<file path="src/rtl/fizzbuzz_pkg.sv">
// Shared types and default widths for the FizzBuzz scheduler.
// Imported by the scheduler top and its modulo counter.
package fizzbuzz_pkg;

    localparam int CNT_W_DEF = 8;
    localparam int DIV_W_DEF = 4;

    typedef enum logic {
        IDLE = 1'b0,
        RUN  = 1'b1
    } state_e;

    typedef struct packed {
        logic [DIV_W_DEF-1:0] fizz;
        logic [DIV_W_DEF-1:0] buzz;
        logic [CNT_W_DEF-1:0] len;
    } cmd_t;

endpackage

</file>
<file path="src/rtl/fizzbuzz_mod_counter.sv">
// Wrapping remainder counter: tracks value mod divisor without a divider.
// Cleared at run start, stepped once per accepted non-last beat.
module fizzbuzz_mod_counter
    import fizzbuzz_pkg::*;
#(
    parameter int DIV_W = DIV_W_DEF
) (
    input  logic             clk,
    input  logic             reset,
    input  logic             clear,
    input  logic             advance,
    input  logic [DIV_W-1:0] divisor,
    output logic [DIV_W-1:0] rem,
    output logic             is_zero
);

    logic [DIV_W-1:0] rem_q;
    logic [DIV_W-1:0] rem_d;

    always_comb begin
        rem_d = rem_q;
        if (clear) begin
            rem_d = '0;
        end else if (advance) begin
            rem_d = (rem_q == divisor - 1'b1) ? '0 : rem_q + 1'b1;
        end
    end

    always_ff @(posedge clk) begin
        if (reset) begin
            rem_q <= '0;
        end else begin
            rem_q <= rem_d;
        end
    end

    assign rem     = rem_q;
    assign is_zero = (rem_q == '0);

endmodule

</file>
<file path="src/rtl/fizzbuzz_scheduler.sv">
// Command-driven FizzBuzz sequencer: one run per accepted command,
// one classified beat per value on a backpressured output stream.
module fizzbuzz_scheduler
    import fizzbuzz_pkg::*;
#(
    parameter int CNT_W = CNT_W_DEF,
    parameter int DIV_W = DIV_W_DEF
) (
    input  logic             clk,
    input  logic             reset,
    input  logic             cmd_valid,
    output logic             cmd_ready,
    input  logic [DIV_W-1:0] cmd_fizz,
    input  logic [DIV_W-1:0] cmd_buzz,
    input  logic [CNT_W-1:0] cmd_len,
    output logic             cmd_err,
    output logic             out_valid,
    input  logic             out_ready,
    output logic [CNT_W-1:0] out_value,
    output logic             out_fizz,
    output logic             out_buzz,
    output logic             out_fizzbuzz,
    output logic             out_last,
    output logic             busy,
    output logic             done
);

    state_e           state_q;
    logic [DIV_W-1:0] fizz_q;
    logic [DIV_W-1:0] buzz_q;
    logic [CNT_W-1:0] len_q;
    logic [CNT_W-1:0] value_q;
    logic             err_q;
    logic             done_q;

    logic cmd_acc;
    logic cmd_bad;
    logic start;
    logic beat;
    logic is_last;
    logic step;
    logic f_zero;
    logic b_zero;
    logic [DIV_W-1:0] unused_rem_f;
    logic [DIV_W-1:0] unused_rem_b;

    assign cmd_ready = (state_q == IDLE);
    assign busy      = (state_q == RUN);
    assign out_valid = busy;

    assign cmd_acc = cmd_valid && cmd_ready;
    assign cmd_bad = (cmd_fizz == '0) || (cmd_buzz == '0) || (cmd_len == '0);
    assign start   = cmd_acc && !cmd_bad;
    assign beat    = out_valid && out_ready;
    assign is_last = (value_q == len_q - 1'b1);
    assign step    = beat && !is_last;

    always_ff @(posedge clk) begin
        if (reset) begin
            state_q <= IDLE;
            fizz_q  <= '0;
            buzz_q  <= '0;
            len_q   <= '0;
            value_q <= '0;
            err_q   <= 1'b0;
            done_q  <= 1'b0;
        end else begin
            err_q  <= cmd_acc && cmd_bad;
            done_q <= beat && is_last;
            case (state_q)
                IDLE: begin
                    if (start) begin
                        fizz_q  <= cmd_fizz;
                        buzz_q  <= cmd_buzz;
                        len_q   <= cmd_len;
                        value_q <= '0;
                        state_q <= RUN;
                    end
                end
                RUN: begin
                    if (beat) begin
                        if (is_last) begin
                            state_q <= IDLE;
                        end else begin
                            value_q <= value_q + 1'b1;
                        end
                    end
                end
                default: state_q <= IDLE;
            endcase
        end
    end

    fizzbuzz_mod_counter #(.DIV_W(DIV_W)) u_fizz (
        .clk     (clk),
        .reset   (reset),
        .clear   (start),
        .advance (step),
        .divisor (fizz_q),
        .rem     (unused_rem_f),
        .is_zero (f_zero)
    );

    fizzbuzz_mod_counter #(.DIV_W(DIV_W)) u_buzz (
        .clk     (clk),
        .reset   (reset),
        .clear   (start),
        .advance (step),
        .divisor (buzz_q),
        .rem     (unused_rem_b),
        .is_zero (b_zero)
    );

    // Flags are gated so nothing leaks out between runs.
    assign out_value    = out_valid ? value_q : '0;
    assign out_fizz     = out_valid && f_zero;
    assign out_buzz     = out_valid && b_zero;
    assign out_fizzbuzz = out_valid && f_zero && b_zero;
    assign out_last     = out_valid && is_last;
    assign cmd_err      = err_q;
    assign done         = done_q;

endmodule

</file>
<file path="config.mk">
export PLATFORM = sky130hd
export DESIGN_NAME = fizzbuzz_scheduler
export DESIGN_NICKNAME = d
export VERILOG_FILES = /design/src/rtl/fizzbuzz_pkg.sv /design/src/rtl/fizzbuzz_mod_counter.sv /design/src/rtl/fizzbuzz_scheduler.sv
export SDC_FILE = /design/constraint.sdc
export NUM_CORES = 1
export LEC_CHECK = 0
export CORE_MARGIN = 10
export CORE_UTILIZATION = 47
export DETAILED_ROUTE_END_ITERATION = 6
export PLACE_DENSITY = 0.79
export RECOVER_POWER = 100
export SLEW_MARGIN = 0
export SYNTH_ARGS = -nofsm -noshare
export SYNTH_HDL_FRONTEND = slang
export SYNTH_HIERARCHICAL = 1
export SYNTH_SLANG_ARGS = --single-unit
</file>
<file path="constraint.sdc">
create_clock -name clk -period 2.3 [get_ports clk]
set_clock_uncertainty 0.05 [all_clocks]
set_input_delay 0.46 -clock clk [delete_from_list [all_inputs] [get_ports clk]]
set_output_delay 0.46 -clock clk [all_outputs]
set_load 0.1 [all_outputs]
</file>
==> results of run 1 <==
## per-stage QoR
step,setup slack [ns],cell area [um2],utilization [%],hold slack [ns],power [uW]
final,-0.2817,2929,72.19,0.4183,1556
after global routing,-0.3886,2929,72.19,0.4542,1628
after CTS,-0.2817,2776,68.42,0.4199,1495
after detailed placement,-0.1249,2665,65.68,0.4108,1066
after global placement,-0.1230,2665,65.68,0.4095,1059
after floorplan,-0.1197,2049,-,0.3996,924.9
## placed cells by master (no fill, tap or decap), types with 2 or more instances in the layout
cell type / instances
mux2i_1: 5
or3_4: 3
buf_4: 33
and3_1: 2
clkinv_2: 2
clkbuf_8: 5
xnor2_1: 13
nor3b_1: 2
xor2_1: 9
nor4_1: 8
nand2b_1: 4
and2_1: 9
a21oi_1: 22
a31oi_1: 2
inv_1: 13
nor2_4: 3
nand3_1: 8
clkbuf_1: 4
ha_1: 7
o211ai_1: 2
nor4_4: 2
nor4_2: 3
buf_12: 7
clkdlybuf4s50_1: 19
nand4_1: 5
nand2_1: 42
nor3_1: 6
dfxtp_2: 2
a2111oi_4: 3
xor2_2: 2
dfxtp_1: 32
## sequential cells by signal (all words and copies together) (netlist names)
name / count
cmd_err: 1
buzz_q: 4
u_fizz/rem: 4
len_q: 8
u_buzz/rem: 4
busy: 1
fizz_q: 4
value_q: 8
done: 1
## cells by family after synthesis
logic type,share of synthesized area [%]
xor gates and xnor gates,12.12
buffers and inverters,5.688
muxes,2.500
adders and majority gates,5.000
AOI/OAI and AO/OA,13.31
DFF,35.00
and+or+nand+nor,26.37
## path summary, 6_finish.rpt
kind                                 endpoint  slack, ns  cells past startpoint
worst max-delay path                 out_last      -0.28                      6
worst min register to register      buzz_q[3]       0.42                      2
worst max register to register  u_buzz/rem[0]      -0.16                     10
worst min-delay path                buzz_q[3]       0.42                      2
## critical path: stages (launching register included)
cell      delay, ns
dfxtp_2        0.34
or3_4          0.40
or3_4          0.35
a211oi_4       0.24
nand3_2        0.15
nor2_4         0.13
buf_12         0.18
## Yosys cell counts, types with 6 or more instances
master	instances	area [um2]
nor4_1	13	81.33
a21oi_1	23	115.1
nor3_1	6	30.03
inv_1	15	56.30
xor2_1	11	96.34
nand2_1	42	157.7
dfxtp_1	35	700.7
ha_1	8	100.1
xnor2_1	14	122.6
clkbuf_1	7	26.28
nand3_1	9	45.04
and2_1	9	56.30
## metal layers
| layer | up-vias | track usage [%] | routed length, um |
|---|---|---|---|
| met3 | 9 | 2.677 | 258 |
| met1 | 934 | 17.74 | 2485 |
| met5 | - | 0 | 0 |
| met2 | 59 | 25.07 | 3033 |
| met4 | 0 | 5.689 | 107 |
| li1 | 956 | - | - |
## power breakdown
| part | internal [uW] | total, uW | switching, uW |
|---|---|---|---|
| sequential | 630 | 662 | 32.1 |
| clock | 212 | 428 | 215 |
| combinational | 193 | 466 | 273 |
## layout make-up
| type | count | area share [%] |
|---|---|---|
| inverter | 17 | 2.520 |
| timing repair buffer | 64 | 21.06 |
| tap | 50 | 2.136 |
| multi-input combinational | 181 | 47.37 |
| sequential | 35 | 24.13 |
| clock inverter | 1 | 0.1709 |
| clock buffer | 7 | 2.606 |
## what timing repair did
item | CTS | global route
resized for setup | 7 | 24
pin swaps | 3 | 14
hold buffers | 0 | 0
endpoints found under the setup margin | 12 | 14
buffers inserted | 0 | 4
cloned | 0 | 1
==> flow_summary.yaml, run 1 <==
power:
  cellLeakagePower_uw: 0.001072
  power-per-cell-area_nw_per_um2: 531.1
  vdd_drop_max_v: 0.0004820
yosys:
  syn-cell-area_um2: 2002
  synth_cell_type_count: 39
  syn_inst: 242
  yosysSeqAreaShare_pct: 35.00
  synthArstFlopShare_pct: 0
  ys.flop_type: "dfxtp_1"
  synth.avg_cell_area_um2: 8.272
  synth_nets: 270
  synth_seq_cells: 35
  synth_warnings: 6
  synth_edf_count: 0
worst_hold_path:
  hp-start: "buzz_q[3]"
  hp-class: "register to register"
clock_network:
  clock-root-buffer: "clkbuf_8"
  clockBufferDepth: 2
  cts_tree: "built"
  cts_max_level: 2
  clock_sinks: 35
  clk_pin_slew_ns: 0.07
  cts_buffers: 5
  clk_latency_ns: 0.29
worst_setup_path:
  end_kind: "output pin"
  cp_max_fo: 4
  start_kind: "register"
  crit_required_ns: 1.79
  critPathKind: "register to output pin"
  worst_r2r_startpoint: "len_q[1]"
  worstSetupStartpoint: "len_q[1]"
  cp_data_arrival_time_ns: 2.07
sta:
  finalCritPeriodShare_pct: 112.2
  rsz0062_at_grt: "yes"
  worstMarginPinSlew_ns: 1.190
  hold_violations: 0
  tns_ns: -1.337
  fin_crit_ns: 2.582
  slew_violations: 0
  setup_viol: 10
  fmax_mhz: 387.3
  maxSlewHeadroom_pct: 21.02
  setup_slack_ns: -0.2817
finish:
  diodes: 0
  stdcell_count: 355
  fin_nets: 332
  fillers: 297
  ff_latch_area_um2: 706.9
  multi_input_area_um2: 1388
  syn_to_final_growth_pct: 46.31
  drive_above_1_share_pct: 26.89
drt:
  wirelength_um: 5884
  drt_pass1_iterations: 4
  drcViolationCount: 0
  via_per_inst: 5.515
  drtIter0Drc: 159
  ant_nets: 0
  wl_per_cell_um: 16.57
  num_vias: 1958
floorplanning:
  initial_core_util_pct: 49.34
  die_w_um: 85.27
  fp-row-count: 23
  die_y_um: 85.27
  coreArea_um2: 4058
  pin_count: 37
  die_area_um2: 7270
global_routing:
  grt_usage_pct: 14.71
  grt.overflow.total: 0
  grt_pass1_wl_um: 8983
  grt_max_degree: 22
  antenna_found_initial: 0
  grt_pass1_vias: 1920
placed_design:
  portBuffers: 36
  routabilityCongestion: 0.8906
  dp.final_hpwl_um: 3956
  dp_cells: 346
run_status:
  violations: "negative setup slack"
  outcome: "finished, violations left"
run:
  drv_cap: 0
Power figures use the tool's default switching activity.
==> run 2: changes to the inputs <==
Settings changed: CORE_UTILIZATION 47 to 50, GPL_TIMING_DRIVEN set to 0, PLACE_DENSITY 0.79 to 0.77.
Clock period 2.3 ns to 2.44 ns, I/O delays scaled along.
==> flow_summary.yaml, run 2 (synthesis results as in run 1) <==
global_routing:
  grt.met1_usage_pct: 17.81
  grt_pass1_vias: 1716
  antenna_found_initial: 0
  grt_max_degree: 18
  busiest_layer: "met2"
  use_met3_pct: 4.102
  grt.overflow.total: 0
  grt_usage_pct: 14.47
  grt_use_met2_pct: 22.56
  grt_pass1_wl_um: 8424
finish:
  mostFrequentLayoutCells: "40 x nand2_1, 31 x dfxtp_1, 23 x a21oi_1"
  diodes: 0
  mostFrequentLayoutCell: "nand2_1"
  fillers: 281
  drive_above_1_share_pct: 21.74
  syn_to_final_growth_pct: 40.06
  reg_top3: "len_q x8, value_q x8"
  fin_nets: 327
  post-route-util_pct: 74.35
worst_setup_path:
  crit_chain: "or3_4, or3_1, a211oi_2, nand3_2, nor2_4, buf_12"
  slowest_stage: "or3_4"
  crit_required_ns: 1.90
  worst_r2r_startpoint: "len_q[0]"
  cp_max_fo: 4
  cpLargestDelayFamily: "simple AND/OR/NAND/NOR gates"
  slowest_delay_ns: 0.40
  r2r_cells: 10
  end_kind: "output pin"
  cp_data_arrival_time_ns: 2.11
  worst-path-buf-inv: 1
  r2r_slack_ns: -0.08
  start_kind: "register"
  r2r_end: "value_q[3]"
  critPathKind: "register to output pin"
power:
  total_power_uw: 1444
  vdd_drop_max_v: 0.0003837
  combPwrFrac_pct: 27.1
  cellLeakagePower_uw: 0.001031
  power_frac_clock_pct: 29.8
  switching_share_pct: 32.93
  power-per-cell-area_nw_per_um2: 514.9
  seqPwrFrac_pct: 43.0
  switchingPower_uw: 475.5
  p_int_uw: 968.2
floorplanning:
  die_area_um2: 6935
  coreArea_um2: 3771
  pin_count: 37
  initial_core_util_pct: 53.09
  die_y_um: 83.28
  die_w_um: 83.28
  fp-row-count: 22
placed_design:
  portBuffers: 36
  place_ws_ns: -0.8734
  dp.final_hpwl_um: 3800
  routabilityCongestion: 0.8607
sta:
  slew_violations: 0
  tns_ns: -0.6575
  fmax_mhz: 377.4
  maxSlewHeadroom_pct: 34.67
  worstMarginPinSlew_ns: 0.9769
  finalCritPeriodShare_pct: 108.6
  setup_viol: 10
  fin_crit_ns: 2.650
  rsz0062_at_grt: "yes"
  setup_slack_ns: -0.2099
  hold_violations: 0
drt:
  drtIter0Drc: 117
  ant_nets: 0
  num_vias: 1907
  drt_pass1_iterations: 4
  via_per_inst: 5.496
  wl_per_cell_um: 16.05
  drcViolationCount: 0
  wirelength_um: 5568
clock_network:
  cts_max_level: 2
  cts_buffers: 5
  cts_tree: "built"
  clk_latency_ns: 0.29
  clock-root-buffer: "clkbuf_8"
  clockBufferDepth: 2
  clock_sinks: 35
  clk_pin_slew_ns: 0.07
worst_hold_path:
  whs_path_depth: 2
  hp-class: "register to register"
  hp-start: "fizz_q[3]"
  hold-path-endpoint: "fizz_q[3]"
run:
  drv_cap: 0
run_status:
  violations: "negative setup slack"
  outcome: "finished, violations left"
==> run 2: cell count changes in the layout (fill, tap and decap cells not counted), sizes merged <==
cell / previous run / this run
buf: 43 / 19
clkdlybuf4s15: 0 / 7
dlygate4sd2: 0 / 3
clkdlybuf4s50: 19 / 22
clkinv: 2 / 3
clkbuf: 9 / 13
==> run 2: metal layers <==
metal,routed length [um],up-vias
li1,-,958
met5,0,-
met1,2394,875
met2,2670,63
met3,393,11
met4,111,0
==> run 2: power groups by stage <==
stage               sequential (uW)  clock, uW  combinational (uW)
finish                          621        431                 392
global route                    624        462                 419
global placement                633          0                 330
CTS                             621        436                 352
detailed placement              633          0                 337
floorplan                       639          0                 232
==> run 2: layout make-up <==
class | instances | area (um2) | area share (%)
buffer | 9 | 56.30 | 2.008
clock buffer | 6 | 82.58 | 2.945
clock inverter | 1 | 5.005 | 0.1785
inverter | 17 | 81.33 | 2.900
multi-input combinational | 181 | 1311 | 46.76
sequential | 35 | 710.7 | 25.35
tap | 48 | 60.06 | 2.142
timing repair buffer | 49 | 485.5 | 17.31
timing repair inverter | 1 | 11.26 | 0.4016
==> run 2: through the flow <==
| stage | cells | hold WS [ns] | instance area (um2) |
|---|---|---|---|
| detailed placement | 326 | 0.4136 | 2469 |
| floorplan | 242 | 0.3996 | 2048 |
| global placement | 326 | 0.4086 | 2469 |
| CTS | 338 | 0.4230 | 2648 |
| global route | 347 | 0.4376 | 2804 |
| finish | 347 | 0.4225 | 2804 |
==> run 2: worst max-delay path by stage <==
stage / start / endpoint / slack [ns] / cells after the start
floorplan: len_q[0] / out_last / -0.01 / 5
global placement: len_q[0] / out_last / -0.85 / 8
detailed placement: len_q[0] / out_last / -0.87 / 8
CTS: len_q[0] / out_last / -0.17 / 6
global route: len_q[0] / out_last / -0.26 / 6
finish: len_q[0] / out_last / -0.21 / 6
==> run 2: repair_timing <==
| item | in CTS | in global routing |
|---|---|---|
| resized for setup | 49 | 29 |
| cloned | 0 | 1 |
| pin swaps | 5 | 11 |
| hold buffers | 0 | 0 |
| endpoints found under the setup margin | 32 | 25 |
| buffers inserted | 5 | 9 |
==> run 2: worst reg2reg max path, delay by kind of cell, from the launching register on <==
family          cells  cell delay [ns]
compound gates      4             0.83
simple gates        2             0.74
buf+inv             4             0.50
flops               1             0.35
